<file path="src/rtl/merge_pkg.sv">
// merge_pkg: shared flit type, default width and merge FSM states
package merge_pkg;
  localparam int FLIT_W = 11;
  typedef logic [FLIT_W-1:0] flit_t;
  typedef enum logic {IDLE, LOCKED} merge_state_e;
endpackage

</file>
<file path="src/rtl/rr_arbiter.sv">
// rr_arbiter: combinational round-robin pick of the first request at or after ptr; ports req/ptr in, gnt (one-hot)/gnt_idx/any out
module rr_arbiter #(
  parameter int N = 5,
  localparam int IW = $clog2(N)
) (
  input  logic [N-1:0]  req,
  input  logic [IW-1:0] ptr,
  output logic [N-1:0]  gnt,
  output logic [IW-1:0] gnt_idx,
  output logic          any
);
  logic [IW-1:0] c;
  always_comb begin
    gnt_idx = '0;
    any = 1'b0;
    c = '0;
    for (int k = N - 1; k >= 0; k--) begin
      c = IW'((int'(ptr) + k) % N);
      if (req[c]) begin
        gnt_idx = c;
        any = 1'b1;
      end
    end
    gnt = any ? N'(1) << gnt_idx : '0;
  end
endmodule

</file>
<file path="src/rtl/merge_rr_fifo.sv">
// merge_rr_fifo: N_IN-input round-robin merge with optional wormhole lock into a DEPTH-entry FIFO; flit ports in_valid/in_data/in_ready, out_valid/out_data/out_ready, debug grant_idx/count
module merge_rr_fifo
  import merge_pkg::*;
#(
  parameter int N_IN = 5,
  parameter int WIDTH = FLIT_W,
  parameter int DEPTH = 4,
  parameter int PKT_FLITS = 1,
  localparam int IW = $clog2(N_IN),
  localparam int AW = $clog2(DEPTH),
  localparam int FW = $clog2(PKT_FLITS + 1)
) (
  input  logic                  clk,
  input  logic                  reset,
  input  logic [N_IN-1:0]       in_valid,
  input  logic [N_IN*WIDTH-1:0] in_data,
  output logic [N_IN-1:0]       in_ready,
  output logic                  out_valid,
  output logic [WIDTH-1:0]      out_data,
  input  logic                  out_ready,
  output logic [IW-1:0]         grant_idx,
  output logic [AW:0]           count
);
  merge_state_e state_q;
  logic [IW-1:0] lock_q, rr_q, grant_q, gnt_idx;
  logic [FW-1:0] flit_cnt_q;
  logic [AW-1:0] wr_q, rd_q;
  logic [AW:0] count_q, count_d;
  logic [WIDTH-1:0] mem_q [DEPTH];
  logic [N_IN-1:0] req, gnt;
  logic any, full, push, pop;
  // while locked only the packet owner may compete
  assign req = (state_q == LOCKED) ? in_valid & (N_IN'(1) << lock_q) : in_valid;
  rr_arbiter #(.N(N_IN)) u_arb (
    .req(req),
    .ptr(rr_q),
    .gnt(gnt),
    .gnt_idx(gnt_idx),
    .any(any)
  );
  // a same-cycle pop never frees a slot for the push
  assign full = count_q == (AW + 1)'(DEPTH);
  assign in_ready = full ? '0 : gnt;
  assign push = any & ~full;
  assign pop = out_valid & out_ready;
  assign count_d = count_q + (AW + 1)'(push) - (AW + 1)'(pop);
  assign out_valid = count_q != '0;
  assign out_data = mem_q[rd_q];
  assign grant_idx = grant_q;
  assign count = count_q;
  always_ff @(posedge clk) begin
    if (reset) begin
      state_q <= IDLE;
      lock_q <= '0;
      rr_q <= '0;
      grant_q <= '0;
      flit_cnt_q <= '0;
      wr_q <= '0;
      rd_q <= '0;
      count_q <= '0;
    end else begin
      if (push) begin
        wr_q <= wr_q + 1'b1;
        rr_q <= (gnt_idx == IW'(N_IN - 1)) ? '0 : gnt_idx + 1'b1;
        grant_q <= gnt_idx;
        if (PKT_FLITS > 1) begin
          if (state_q == IDLE) begin
            state_q <= LOCKED;
            lock_q <= gnt_idx;
            flit_cnt_q <= FW'(1);
          end else if (flit_cnt_q == FW'(PKT_FLITS - 1)) begin
            state_q <= IDLE;
            flit_cnt_q <= '0;
          end else begin
            flit_cnt_q <= flit_cnt_q + 1'b1;
          end
        end
      end
      if (pop) rd_q <= rd_q + 1'b1;
      count_q <= count_d;
    end
  end
  always_ff @(posedge clk) begin
    if (push) mem_q[wr_q] <= in_data[gnt_idx*WIDTH +: WIDTH];
  end
endmodule

</file>
<file path="config.mk">
export PLATFORM = sky130hd
export DESIGN_NAME = merge_rr_fifo
export DESIGN_NICKNAME = d
export VERILOG_FILES = /design/src/rtl/merge_pkg.sv /design/src/rtl/rr_arbiter.sv /design/src/rtl/merge_rr_fifo.sv
export SDC_FILE = /design/constraint.sdc
export NUM_CORES = 1
export LEC_CHECK = 0
export BUFFER_PORTS_ARGS = -buffer_cell sky130_fd_sc_hd__buf_2
export CAP_MARGIN = 30
export CORE_MARGIN = 4
export CORE_UTILIZATION = 51
export DETAILED_ROUTE_END_ITERATION = 7
export MAX_ROUTING_LAYER = met4
export PLACE_DENSITY = 0.77
export SYNTH_ARGS = -nofsm -noshare
export SYNTH_HDL_FRONTEND = slang
export SYNTH_SLANG_ARGS = --single-unit
export TNS_END_PERCENT = 5
</file>
<file path="constraint.sdc">
create_clock -name clk -period 6.1 [get_ports clk]
set_input_delay 0 -clock clk [delete_from_list [all_inputs] [get_ports clk]]
set_output_delay 0 -clock clk [all_outputs]
set_load 0.03 [all_outputs]
</file>
After elaboration in Yosys (flattened, before gate mapping) --
Memories as Yosys holds them, arrays and structs flattened. A register that Yosys moved wholly into a read port is not among the register bits. Index checks and enable logic that the tools add are counted. W data, S select, Z words.
Operators by class: add/sub/neg operators 9, multipliers 1, div/mod/pow operators 5, $lt $le $gt $ge 5, equality and inequality tests 2, shifts and indexed selects 2, muxes and demuxes 27, bitwise operators 3, reduce and logical (&&, ||, !) cells 1
Operators with widths (number):
- $mod A32 B4 Y32 const B | 4
- $shiftx A55 B8 Y11 | 1
- $mod A4 B4 Y32 const B | 1
- $lt A3 B4 Y1 const B | 5
- $mux W3 | 6
- $bmux W1 S3 | 5
- $mux W1 | 12
- $mux W5 | 2
- $add A3 B2 Y4 const B | 2
- $mul A3 B4 Y7 const B | 1
- $eq A3 B3 Y1 const B | 2
- $shl A1 B3 Y5 const A | 1
- $add A2 B1 Y2 const B | 2
- $add A3 B1 Y4 const B | 1
- $add A3 B3 Y4 const B | 1
- $mux W2 | 2
- $add A3 B1 Y3 | 1
- $add A3 B1 Y3 const B | 1
- $reduce_bool A3 Y1 | 1
- $sub A3 B1 Y3 | 1
- $and A1 B1 Y1 | 2
- $not A1 Y1 | 1
Storage, ports and cells: bits in registers 13, memory bits (writable) 44, input port bits 63, output and inout bits 23, logic and storage cells 61, memories 1
Memory list:
- mem_q | depth 4, width 11, rd ports 1, clocked after Yosys merged registers in 1, wr ports 1, RTL line merge_rr_fifo.sv:29 | logic [WIDTH-1:0] mem_q [DEPTH];

Depth between registers and ports, before layout --
Gate-level depths: netlist (run 1).
depth in word-level cells 12, depth in mapped cells 28, mapped depth without buffers 25

Modules after synthesis --
A second synthesis (run 1) with hierarchy kept.
Second synthesis, totals: cells, all modules 437, area, all modules 4545.6 um^2
Modules (own cells, without submodules):
- merge_rr_fifo | times used 1, cells each 211, area each 2857.7 um^2, sequential area each 1621.6 um^2
- rr_arbiter | times used 1, cells each 226, area each 1687.9 um^2, sequential area each 0.0 um^2

Least setup slack after synthesis (run 1) --
No wires, ideal clock.
path type flip-flop to flip-flop, from register rr_q[0], to register count_q[2] (netlist: count[2]), library setup time 0.128 ns, arrival time 5.565 ns, data required time 5.972 ns, path slack 0.408 ns, stages on the path, launching flop included 29, clock period less this slack 5.692 ns, cell sequence dfxtp_1 -> buf_2 -> inv_1 -> clkbuf_1 -> ha_1 -> inv_1 -> ha_1 -> o21ai_0 -> nor2_1 -> nor2_1 -> ha_1 -> nor2b_1 -> o21ai_0 -> a221oi_1 -> a21oi_1 -> a22o_1 -> a31o_2 -> o311a_1 -> a32oi_1 -> clkbuf_1 -> inv_1 -> ha_1 -> inv_1 -> ha_1 -> inv_1 -> fa_1 -> xor2_1 -> xnor2_1 -> nor2_1
On the way: word-level cells in the longest chain between the ends 12, elaborated cells between the ends (all ways) 27, classes of those cells 6 x add/sub; 5 x div; 15 x mux; 1 x bitwise
RTL lines:
- start: declaration | RTL line merge_rr_fifo.sv:25 | logic [IW-1:0] lock_q, rr_q, grant_q, gnt_idx;
- start signal: assignment | RTL line merge_rr_fifo.sv:64 | rr_q <= (gnt_idx == IW'(N_IN - 1)) ? '0 : gnt_idx + 1'b1;
- $add A3 B3 Y4 | RTL line rr_arbiter.sv:18 | c = IW'((int'(ptr) + k) % N);
- $mod A32 B4 Y32 | RTL line rr_arbiter.sv:18
- $bmux W1 S3 | RTL line rr_arbiter.sv:19 | if (req[c]) begin
- $mux W1 (not written as such) | RTL line rr_arbiter.sv:19
- $mux W1 (4 in series) | RTL line rr_arbiter.sv:19
- $mux W1 * | RTL line rr_arbiter.sv:19
- $and A1 B1 Y1 * | RTL line merge_rr_fifo.sv:44 | assign push = any & ~full;
- $add A3 B1 Y3 * | RTL line merge_rr_fifo.sv:46 | assign count_d = count_q + (AW + 1)'(push) - (AW + 1)'(pop);
- $sub A3 B1 Y3 * | RTL line merge_rr_fifo.sv:46
- end signal: assignment | RTL line merge_rr_fifo.sv:80 | count_q <= count_d;
- end: declaration | RTL line merge_rr_fifo.sv:28 | logic [AW:0] count_q, count_d;
Mark *: on every way between the ends. The rest lies on a longest branch, timed or not. The select of a mux whose other input is x is not followed. A chain may end at the register's enable or synchronous reset.

Final worst setup path (run 1) --
from register rr_q[2], to output in_ready[3]
On the way: word-level cells in the longest chain between the ends 12, elaborated cells between the ends (all ways) 32, classes of those cells 4 x add/sub; 5 x div; 1 x shift; 22 x mux
RTL lines:
- $add A3 B3 Y4 | RTL line rr_arbiter.sv:18
- $mod A32 B4 Y32 | RTL line rr_arbiter.sv:18
- $bmux W1 S3 | RTL line rr_arbiter.sv:19
- $mux W1 (not written as such) | RTL line rr_arbiter.sv:19
- $mux W3 (5 in series) | RTL line rr_arbiter.sv:19
- $shl A1 B3 Y5 | RTL line rr_arbiter.sv:24 | gnt = any ? N'(1) << gnt_idx : '0;
- $mux W5 * | RTL line rr_arbiter.sv:24
- $mux W5 * | RTL line merge_rr_fifo.sv:43 | assign in_ready = full ? '0 : gnt;
- end: declaration | RTL line merge_rr_fifo.sv:17 | output logic [N_IN-1:0] in_ready,
Marks and branches as above.

==> results of run 1 <==
## layout by cell type, fill, tap and decap left out, drive strengths merged, types with 11 or more instances in the layout
cell type / Yosys / final
inv: 36 / 36
a21oi: 28 / 28
xnor2: 11 / 11
ha: 31 / 31
nor2: 37 / 37
nand2: 22 / 22
mux2i: 17 / 17
dfxtp: 15 / 15
a311oi: 13 / 13
mux4: 11 / 11
buf: 14 / 93
edfxtp: 44 / 44
o21ai: 17 / 17
a211oi: 31 / 31
## registers in the layout (all words and copies together), names as in the netlist, named ones only
| name | cells |
|---|---|
| mem_q | 44 |
| count | 3 |
| grant_idx | 3 |
| rr_q | 3 |
| rd_q | 2 |
| wr_q | 2 |
## stage by stage
stage               instance area [µm²]  worst slack [ns]
detailed placement                 5172            0.2656
floorplan                          4690            0.4075
global route                       5386            0.1133
CTS                                5375           0.09104
global placement                   5172            0.4414
finish                             5386            0.5364
## kinds of logic after synthesis
kind of cell	count (synthesis)	synth area share
buf+inv	62	0.06030
flops	59	0.3458
mux	30	0.09392
xor+xnor	15	0.03122
fa+ha+maj	32	0.08698
compound gates	157	0.2511
simple gates	119	0.1307
## cell usage after synthesis, types with 6 or more instances
cell type  number  area (µm²)
edfxtp_1       44        1321
nor2_1         37       138.9
inv_1          33       123.9
ha_1           31       387.9
a211oi_1       29       217.7
a21oi_1        26       130.1
nand2_1        22       82.58
mux2i_1        17       170.2
dfxtp_1        15       300.3
o21ai_0        15       75.07
a311oi_1       13       113.9
clkbuf_1       12       45.04
mux4_2         11       247.7
nor2b_1        10       62.56
xnor2_1        10       87.58
and2_1          9       56.30
o211ai_1        8       60.06
buf_2           7       35.03
nor3_1          6       30.03
o21a_1          6       45.04
## critical path, cell delays in order, from the launching register on
cell,delay [ns]
dfxtp_2,0.57
inv_1,0.15
ha_1,0.38
o21a_1,0.24
a21oi_1,0.19
xnor2_1,0.21
ha_1,0.24
inv_1,0.07
o221ai_1,0.26
or4b_1,0.54
and2_1,0.23
a2111oi_4,0.34
a2111oi_1,0.10
nor2b_2,0.48
a31o_4,0.30
inv_4,0.15
ha_1,0.24
ha_1,0.18
and2_1,0.15
buf_2,0.18
## path summary, 6_finish.rpt
kind	start	end	slack, ns	depth (start not counted)
worst max-delay path	rr_q[2]	in_ready[3]	0.54	19
worst min-delay path	in_data[50]	mem_q[2][6]	0.09	3
worst max register to register	rr_q[1]	mem_q[0][0]	0.56	17
worst min register to register	wr_q[0]	wr_q[0]	0.50	2
## per-layer routing
metal / wire [µm] / part of all wire
met5: 0 / 0
met4: 295 / 0.024
met3: 672 / 0.054
met2: 6134 / 0.50
met1: 5227 / 0.42
## cell type report
type | instances | area [µm²] | area share
Multi-Input combinational cell | 353 | 2801 | 0.5201
Clock inverter | 7 | 68.82 | 0.01278
Clock buffer | 9 | 123.9 | 0.02300
Inverter | 36 | 137.6 | 0.02555
Timing Repair Buffer | 94 | 495.5 | 0.09199
Sequential cell | 59 | 1624 | 0.3015
Tap cell | 108 | 135.1 | 0.02509
## what timing repair did
item                                   in CTS  in global routing
setup endpoints to repair                   0                 49
hold buffers                                1                  0
endpoints found under the hold margin       3                  0
resized for setup                           0                  4
==> summary.txt, run 1 <==
Routing
  • Via Count: 4121
  • DRT antenna net count: 0
  • Overall routed net length: 12330 µm
  • Detailed-route vias per instance: 6.188
  • DRC: 0
  • Wirelength per Cell: 18.52 µm
  • Initial drt markers: 267
  • DR pass1 iterations: 5

Min path
  • Worst hold path type: input pin to flip-flop

Final layout
  • Layout cell share with drive strength beyond 1: 0.2706
  • Ant diodes: 0
  • Final std cells w/o fill: 666
  • Net count, final: 648
  • Core Util, Final: 0.6087
  • Area grow syn2layout: 14.86%
  • Filler instances: 772

Synth
  • Post-synth ARST share: 0
  • Yosys cell types: 80
  • Yosys reg bits: 59
  • Post-synthesis instance area: 4689 µm²
  • Mean Syn Cell Area: 9.893 µm²
  • Sequential fraction of the synthesis area: 0.3458
  • Syn_nets: 569
  • Cell count after synthesis: 474
  • EDFF count, synth: 44
  • Ys Warns: 0
  • Top FF cell, synth: edfxtp_1

Clock tree
  • # H-tree levels: 3
  • Num CTS Buffers: 9
  • Clk pin slew, worst setup/hold paths: 0.08 ns
  • CTS tree: done
  • Root buf cell: clkbuf_8
  • Clock tree sinks: 59
  • CTS max path bufs: 2
  • Number of post-CTS setup repair buffers: 0
  • Worst skew pair latency: 0.35 ns

Floorplanning
  • Die Wd: 103.9 µm
  • Row count: 34
  • Core area: 8848 µm²
  • Die Area: 10790 µm²
  • Starting density of the core: 0.5300
  • Die Y: 103.9 µm
  • Io pins: 86

STA
  • Final Setup Violations: 0
  • Skew final: 0.01020 ns
  • Slew @ Worst Pin: 0.7905 ns
  • RSZ-0062 raised after global routing: no
  • Final Critical Period: 5.564 ns
  • Slew HR: 0.4723
  • Final hold violations: 0
  • WHS: 0.08744 ns
  • Setup TNS: 0 ns
  • Max Freq: 179.7 MHz
  • Slew Limit Fails: 0
  • Tcrit/Tclk final: 0.9121

GRT
  • First-pass GRT wire length: 20240 µm
  • GRT overflow: 0
  • Vias in the first global route: 4166
  • Largest net degree at the start of global routing: 32
  • M2 GR Usage: 0.3918
  • Met1 usage: 0.2927
  • GRT Util Overall: 0.2342
  • Busiest grt layer: met2
  • Met3 global-route usage: 0.04283
  • Initial antenna violation count: 0

Worst setup path
  • Worst setup path category: flip-flop to primary output
  • CP arrival: 5.56 ns
  • Critical path peak fanout: 15
  • Crit. End Element: primary output
  • CP Launch Type: flip-flop
  • Worst path required time: 6.10 ns

Placed design
  • GPL Wtd Cong: 0.9011
  • Detailed placement HPWL: 9242 µm
  • PortBufs: 85
  • Dpl cells: 649

Run status
  • Run status: finished clean

Job
  • Max Cap Viol: 0
Power of run 1 is left out: the tool's default activity adds up to more than one toggle a clock period on the data nets, which glitch-free logic cannot reach.
==> inputs of run 2 (changes only) <==
--- a/config.mk
+++ b/config.mk
@@ -5,13 +5,16 @@
 export SDC_FILE = /design/constraint.sdc
 export NUM_CORES = 1
 export LEC_CHECK = 0
+export ABC_AREA = 1
 export BUFFER_PORTS_ARGS = -buffer_cell sky130_fd_sc_hd__buf_2
 export CAP_MARGIN = 30
 export CORE_MARGIN = 4
-export CORE_UTILIZATION = 51
+export CORE_UTILIZATION = 53
+export CTS_BUF_LIST = sky130_fd_sc_hd__clkbuf_8
 export DETAILED_ROUTE_END_ITERATION = 7
 export MAX_ROUTING_LAYER = met4
-export PLACE_DENSITY = 0.77
+export PLACE_DENSITY = 0.8
+export SLEW_MARGIN = 30
 export SYNTH_ARGS = -nofsm -noshare
 export SYNTH_HDL_FRONTEND = slang
 export SYNTH_SLANG_ARGS = --single-unit
==> summary.txt, run 2 <==
Run status
  • Run status: finished clean

Final layout
  • Commonest non-fill, non-tap cell in the layout: nand2_1
  • Net count, final: 760
  • Final instance area: 5404 µm²
  • Largest register FFs: 44
  • Most frequent cells in the layout: nand2_1 (103), nand3_1 (86), buf_2 (85)
  • Area grow syn2layout: 14.56%
  • Layout cell share with drive strength beyond 1: 0.3239
  • Reg with most FFs: mem_q
  • Final std cells w/o fill: 778
  • Ant diodes: 0

Worst setup path
  • Crit path top cell by count: nand2_2
  • R2r setup slk: 1.22 ns
  • Slowest stage delay, CP: 0.46 ns
  • Critical Path End: in_ready[4]
  • Worst Reg-to-Reg Cells: 30
  • R2R Path End: count[2]
  • Worst path required time: 6.10 ns
  • Worst setup path category: flip-flop to primary output
  • Reg2Reg Launch Point: rr_q[0]
  • Crit. End Element: primary output
  • CP max-delay cell: a21oi_4
  • CP arrival: 5.14 ns
  • Critical path peak fanout: 18
  • CP Launch Type: flip-flop
  • Worst Setup SP: rr_q[0]

GRT
  • Initial antenna violation count: 0
  • GRT Util Overall: 0.2361
  • First-pass GRT wire length: 18840 µm
  • Vias in the first global route: 4141
  • Largest net degree at the start of global routing: 24
  • GRT overflow: 0

Synth
  • Yosys cell types: 41
  • Most common cell in the netlist: nand2_1
  • Post-synth top cells: nand2_1 (103), nand3_1 (86), inv_1 (53), nor2_1 (46), edfxtp_1 (44)
  • Top FF cell, synth: edfxtp_1
  • Sequential fraction of the synthesis area: 0.3438
  • EDFF count, synth: 44
  • Synth top area cells: edfxtp_1 (28%), nand3_1 (9.1%), ha_1 (8.2%), nand2_1 (8.2%), nand3_2 (7.6%)
  • Post-synth ARST share: 0
  • Synth area leader: edfxtp_1
  • Synth top area share: 0.2801
  • Cell count after synthesis: 584
  • Yosys reg bits: 59
  • Post-synthesis instance area: 4717 µm²
  • Mean Syn Cell Area: 8.077 µm²
  • Ys Warns: 0
  • Syn_nets: 679

Clock tree
  • Worst skew pair latency: 0.33 ns
  • # H-tree levels: 3
  • Num CTS Buffers: 9
  • Number of post-CTS setup repair buffers: 0
  • Clock tree sinks: 59
  • Clk pin slew, worst setup/hold paths: 0.07 ns
  • CTS tree: done
  • CTS max path bufs: 2
  • Root buf cell: clkbuf_8

Floorplanning
  • Die Y: 102.3 µm
  • Row count: 34
  • Die Area: 10470 µm²
  • Io pins: 86
  • Starting density of the core: 0.5435
  • Core area: 8678 µm²
  • Die Wd: 102.3 µm

STA
  • WHS: 0.02321 ns
  • Final hold violations: 0
  • RSZ-0062 raised after global routing: no
  • Setup TNS: 0 ns
  • Slew HR: 0.4917
  • Slew Limit Fails: 0
  • Skew final: 0.006610 ns
  • Slew @ Worst Pin: 0.7615 ns
  • Max Freq: 194.7 MHz
  • Tcrit/Tclk final: 0.8421
  • Final Setup Violations: 0
  • Final Critical Period: 5.137 ns

Routing
  • DR pass1 iterations: 7
  • Overall routed net length: 11860 µm
  • DRT antenna net count: 0
  • Initial drt markers: 220
  • Wirelength per Cell: 15.24 µm
  • Via Count: 4277
  • Detailed-route vias per instance: 5.497
  • DRC: 0

Placed design
  • PortBufs: 85
  • Detailed placement HPWL: 9101 µm
  • Dpl cells: 761
  • DP Area: 5177 µm²
  • GPL Wtd Cong: 0.9487

Min path
  • Hold wc startpoint: in_data[48]
  • Worst hold path type: input pin to flip-flop

Job
  • Max Cap Viol: 0
-- run 2: how the worst min path moves through the flow --
| stage | slack [ns] | cells past startpoint | to |
|---|---|---|---|
| finish | 0.02 | 3 | mem_q[1][4] |
| global route | 0.04 | 3 | mem_q[3][5] |
| CTS | 0.01 | 3 | mem_q[2][4] |
| detailed placement | 0.24 | 2 | count[1] |
| global placement | 0.23 | 2 | count[1] |
| floorplan | 0.07 | 1 | count[1] |
-- run 2: cells by family after synthesis --
kind of cell | after synthesis | synth area share
AO/OA/AOI/OAI | 77 | 0.1011
XOR/XNOR | 5 | 0.01088
adder cells (fa/ha/maj) | 32 | 0.08647
buffers and inverters | 91 | 0.08541
flip-flops | 59 | 0.3438
AND/OR/NAND/NOR | 320 | 0.3724
-- run 2: final cells by class --
type / instances / area (µm²)
fillers: 734 / 3274
multi-input cells: 434 / 2693
flip-flops and latches: 59 / 1622
repair buffers: 91 / 473.0
inverters: 70 / 265.3
well taps: 108 / 135.1
clock buffers: 9 / 123.9
clock inverters: 7 / 92.59
-- run 2: layer usage --
metal	track usage	vias up	part of all wire	routed length, µm
li1	-	2122	-	-
met1	0.2765	1946	0.42	4922
met2	0.4068	181	0.48	5712
met3	0.04369	28	0.075	895
met4	0.08073	0	0.027	326
met5	-	-	0	0
-- run 2: stage by stage --
step                      worst slack, ns  utilization
final                              0.9630       0.6227
after global routing               0.5486       0.6227
after CTS                          0.9547       0.6227
after detailed placement            1.229       0.5966
after global placement              1.441       0.5966
after floorplan                     1.737            -
-- run 2: timing repair --
| item | in CTS | in global routing |
|---|---|---|
| hold buffers | 1 | 0 |
| setup endpoints to repair | 0 | 0 |
| gates resized for setup | 0 | 0 |
| endpoints found under the hold margin | 4 | 0 |
-- run 2: critical path: cells and delay by family, from the launching register on --
kind,cells,cell delay [ns]
compound gates,1,0.46
flops,1,0.31
xor+xnor,1,0.21
fa+ha+maj,4,1.03
simple gates,16,1.59
buf+inv,8,1.19
Power of run 2 is left out for the same reason.
==> inputs of run 3 (changes only) <==
==> constraint.sdc (replaced) <==
create_clock -name clk -period 4.1 [get_ports clk]
set_input_delay 0 -clock clk [delete_from_list [all_inputs] [get_ports clk]]
set_output_delay 0 -clock clk [all_outputs]
set_load 0.03 [all_outputs]
==> summary.txt, run 3 (synthesis results as in run 2) <==
STA
  • Final hold violations: 0
  • RSZ-0062 raised after global routing: yes
  • Final Critical Period: 3.982 ns
  • Slew @ Worst Pin: 0.8669 ns
  • WHS: 0.01636 ns
  • Tcrit/Tclk final: 0.9711
  • Final Setup Violations: 0
  • Slew HR: 0.4207
  • Skew final: 0.006152 ns
  • Slew Limit Fails: 0
  • Max Freq: 251.2 MHz
  • Setup TNS: 0 ns

Routing
  • Initial drt markers: 308
  • DR pass1 iterations: 6
  • DRC: 0
  • Metal1 wirelength: 5039 µm
  • Highest routing layer actually used: met4
  • Overall routed net length: 12660 µm
  • DRT antenna net count: 0
  • Routed length on met3: 949 µm
  • Wirelength per Cell: 15.86 µm
  • Via Count: 4481
  • Detailed-route vias per instance: 5.615
  • Metal2 WL: 6359 µm

GRT
  • Largest net degree at the start of global routing: 24
  • GRT Util Overall: 0.2410
  • Initial antenna violation count: 0
  • First-pass GRT wire length: 19420 µm
  • GRT overflow: 0
  • Vias in the first global route: 4321

Clock tree
  • Clk pin slew, worst setup/hold paths: 0.07 ns
  • Root buf cell: clkbuf_8
  • # H-tree levels: 3
  • CTS max path bufs: 2
  • Clock tree sinks: 59
  • Num CTS Buffers: 9
  • Worst skew pair latency: 0.33 ns
  • CTS tree: done

Min path
  • Worst hold path type: input pin to flip-flop

Floorplanning
  • Die Area: 10470 µm²
  • Row count: 34
  • Starting density of the core: 0.5435
  • Io pins: 86
  • Core area: 8678 µm²
  • Die Y: 102.3 µm
  • Die Wd: 102.3 µm

Worst setup path
  • Crit path top cell by count: nand2_2
  • CP max-delay cell: dfxtp_4
  • Worst path required time: 4.10 ns
  • Slowest stage delay, CP: 0.37 ns
  • Critical path peak fanout: 4
  • Worst setup path category: flip-flop to primary output
  • R2r setup slk: 0.15 ns
  • CP arrival: 3.98 ns
  • CP Launch Type: flip-flop
  • Crit. End Element: primary output

Placed design
  • PortBufs: 85
  • Dpl cells: 771
  • Detailed placement HPWL: 9416 µm
  • GPL Wtd Cong: 0.9751

Run status
  • Run status: finished clean

Final layout
  • Net count, final: 780
  • Final std cells w/o fill: 798
  • Largest register FFs: 44
  • Most frequent cells in the layout: nand2_1 (100), nand3_1 (84), buf_2 (81)
  • Layout cell share with drive strength beyond 1: 0.3768
  • Reg with most FFs: mem_q
  • Area grow syn2layout: 22.71%
  • Commonest non-fill, non-tap cell in the layout: nand2_1
  • Core Util, Final: 0.6670
  • Ant diodes: 0

Job
  • Max Cap Viol: 0
[run 3: changes by cell type in the layout (fill, tap and decap cells not counted), sizes merged]
cell	before	now
buf	90	110
bufinv	2	3
clkinv	2	5
clkinvlp	3	0
inv	70	69
[run 3: layout make-up]
class                   instances  area [µm²]
fillers                       684        2890
multi-input cells             434        2853
flip-flops and latches         59        1630
repair buffers                111       644.4
inverters                      70       285.3
well taps                     108       135.1
clock buffers                   9       123.9
clock inverters                 7       116.4
[run 3: metal layers]
layer / GRT usage / vias to the layer above
li1: - / 2171
met1: 0.2808 / 2042
met2: 0.4143 / 232
met3: 0.04642 / 36
met4: 0.08476 / 0
met5: - / -
[run 3: worst paths after layout]
path	start	endpoint	cells past startpoint
min	in_data[54]	mem_q[3][10]	3
min reg2reg	rd_q[1]	flip-flop	2
max	rr_q[0]	in_ready[4]	29
max reg2reg	rr_q[0]	count[2]	29
[run 3: metrics by stage]
step / setup WS [ns] / area, µm²
finish: 0.1184 / 5788
global route: -0.07661 / 5788
CTS: 0.003083 / 5614
detailed placement: -0.07256 / 5288
global placement: 0.09416 / 5288
floorplan: 0.01208 / 4752
[run 3: critical path, delay by kind of cell (launching register included)]
family	cells	cell delay (ns)
compound gates	1	0.24
xor+xnor	1	0.18
fa+ha+maj	4	0.80
buf+inv	7	0.57
flops	1	0.37
simple gates	16	1.49
[run 3: timing repair]
| item | CTS | global route |
|---|---|---|
| buffers inserted | 5 | 6 |
| pin swaps | 5 | 11 |
| hold buffers | 1 | 0 |
| endpoints found under the setup margin | 7 | 51 |
| gates resized for setup | 9 | 38 |
| endpoints found under the hold margin | 4 | 0 |
Power of run 3 is left out for the same reason.
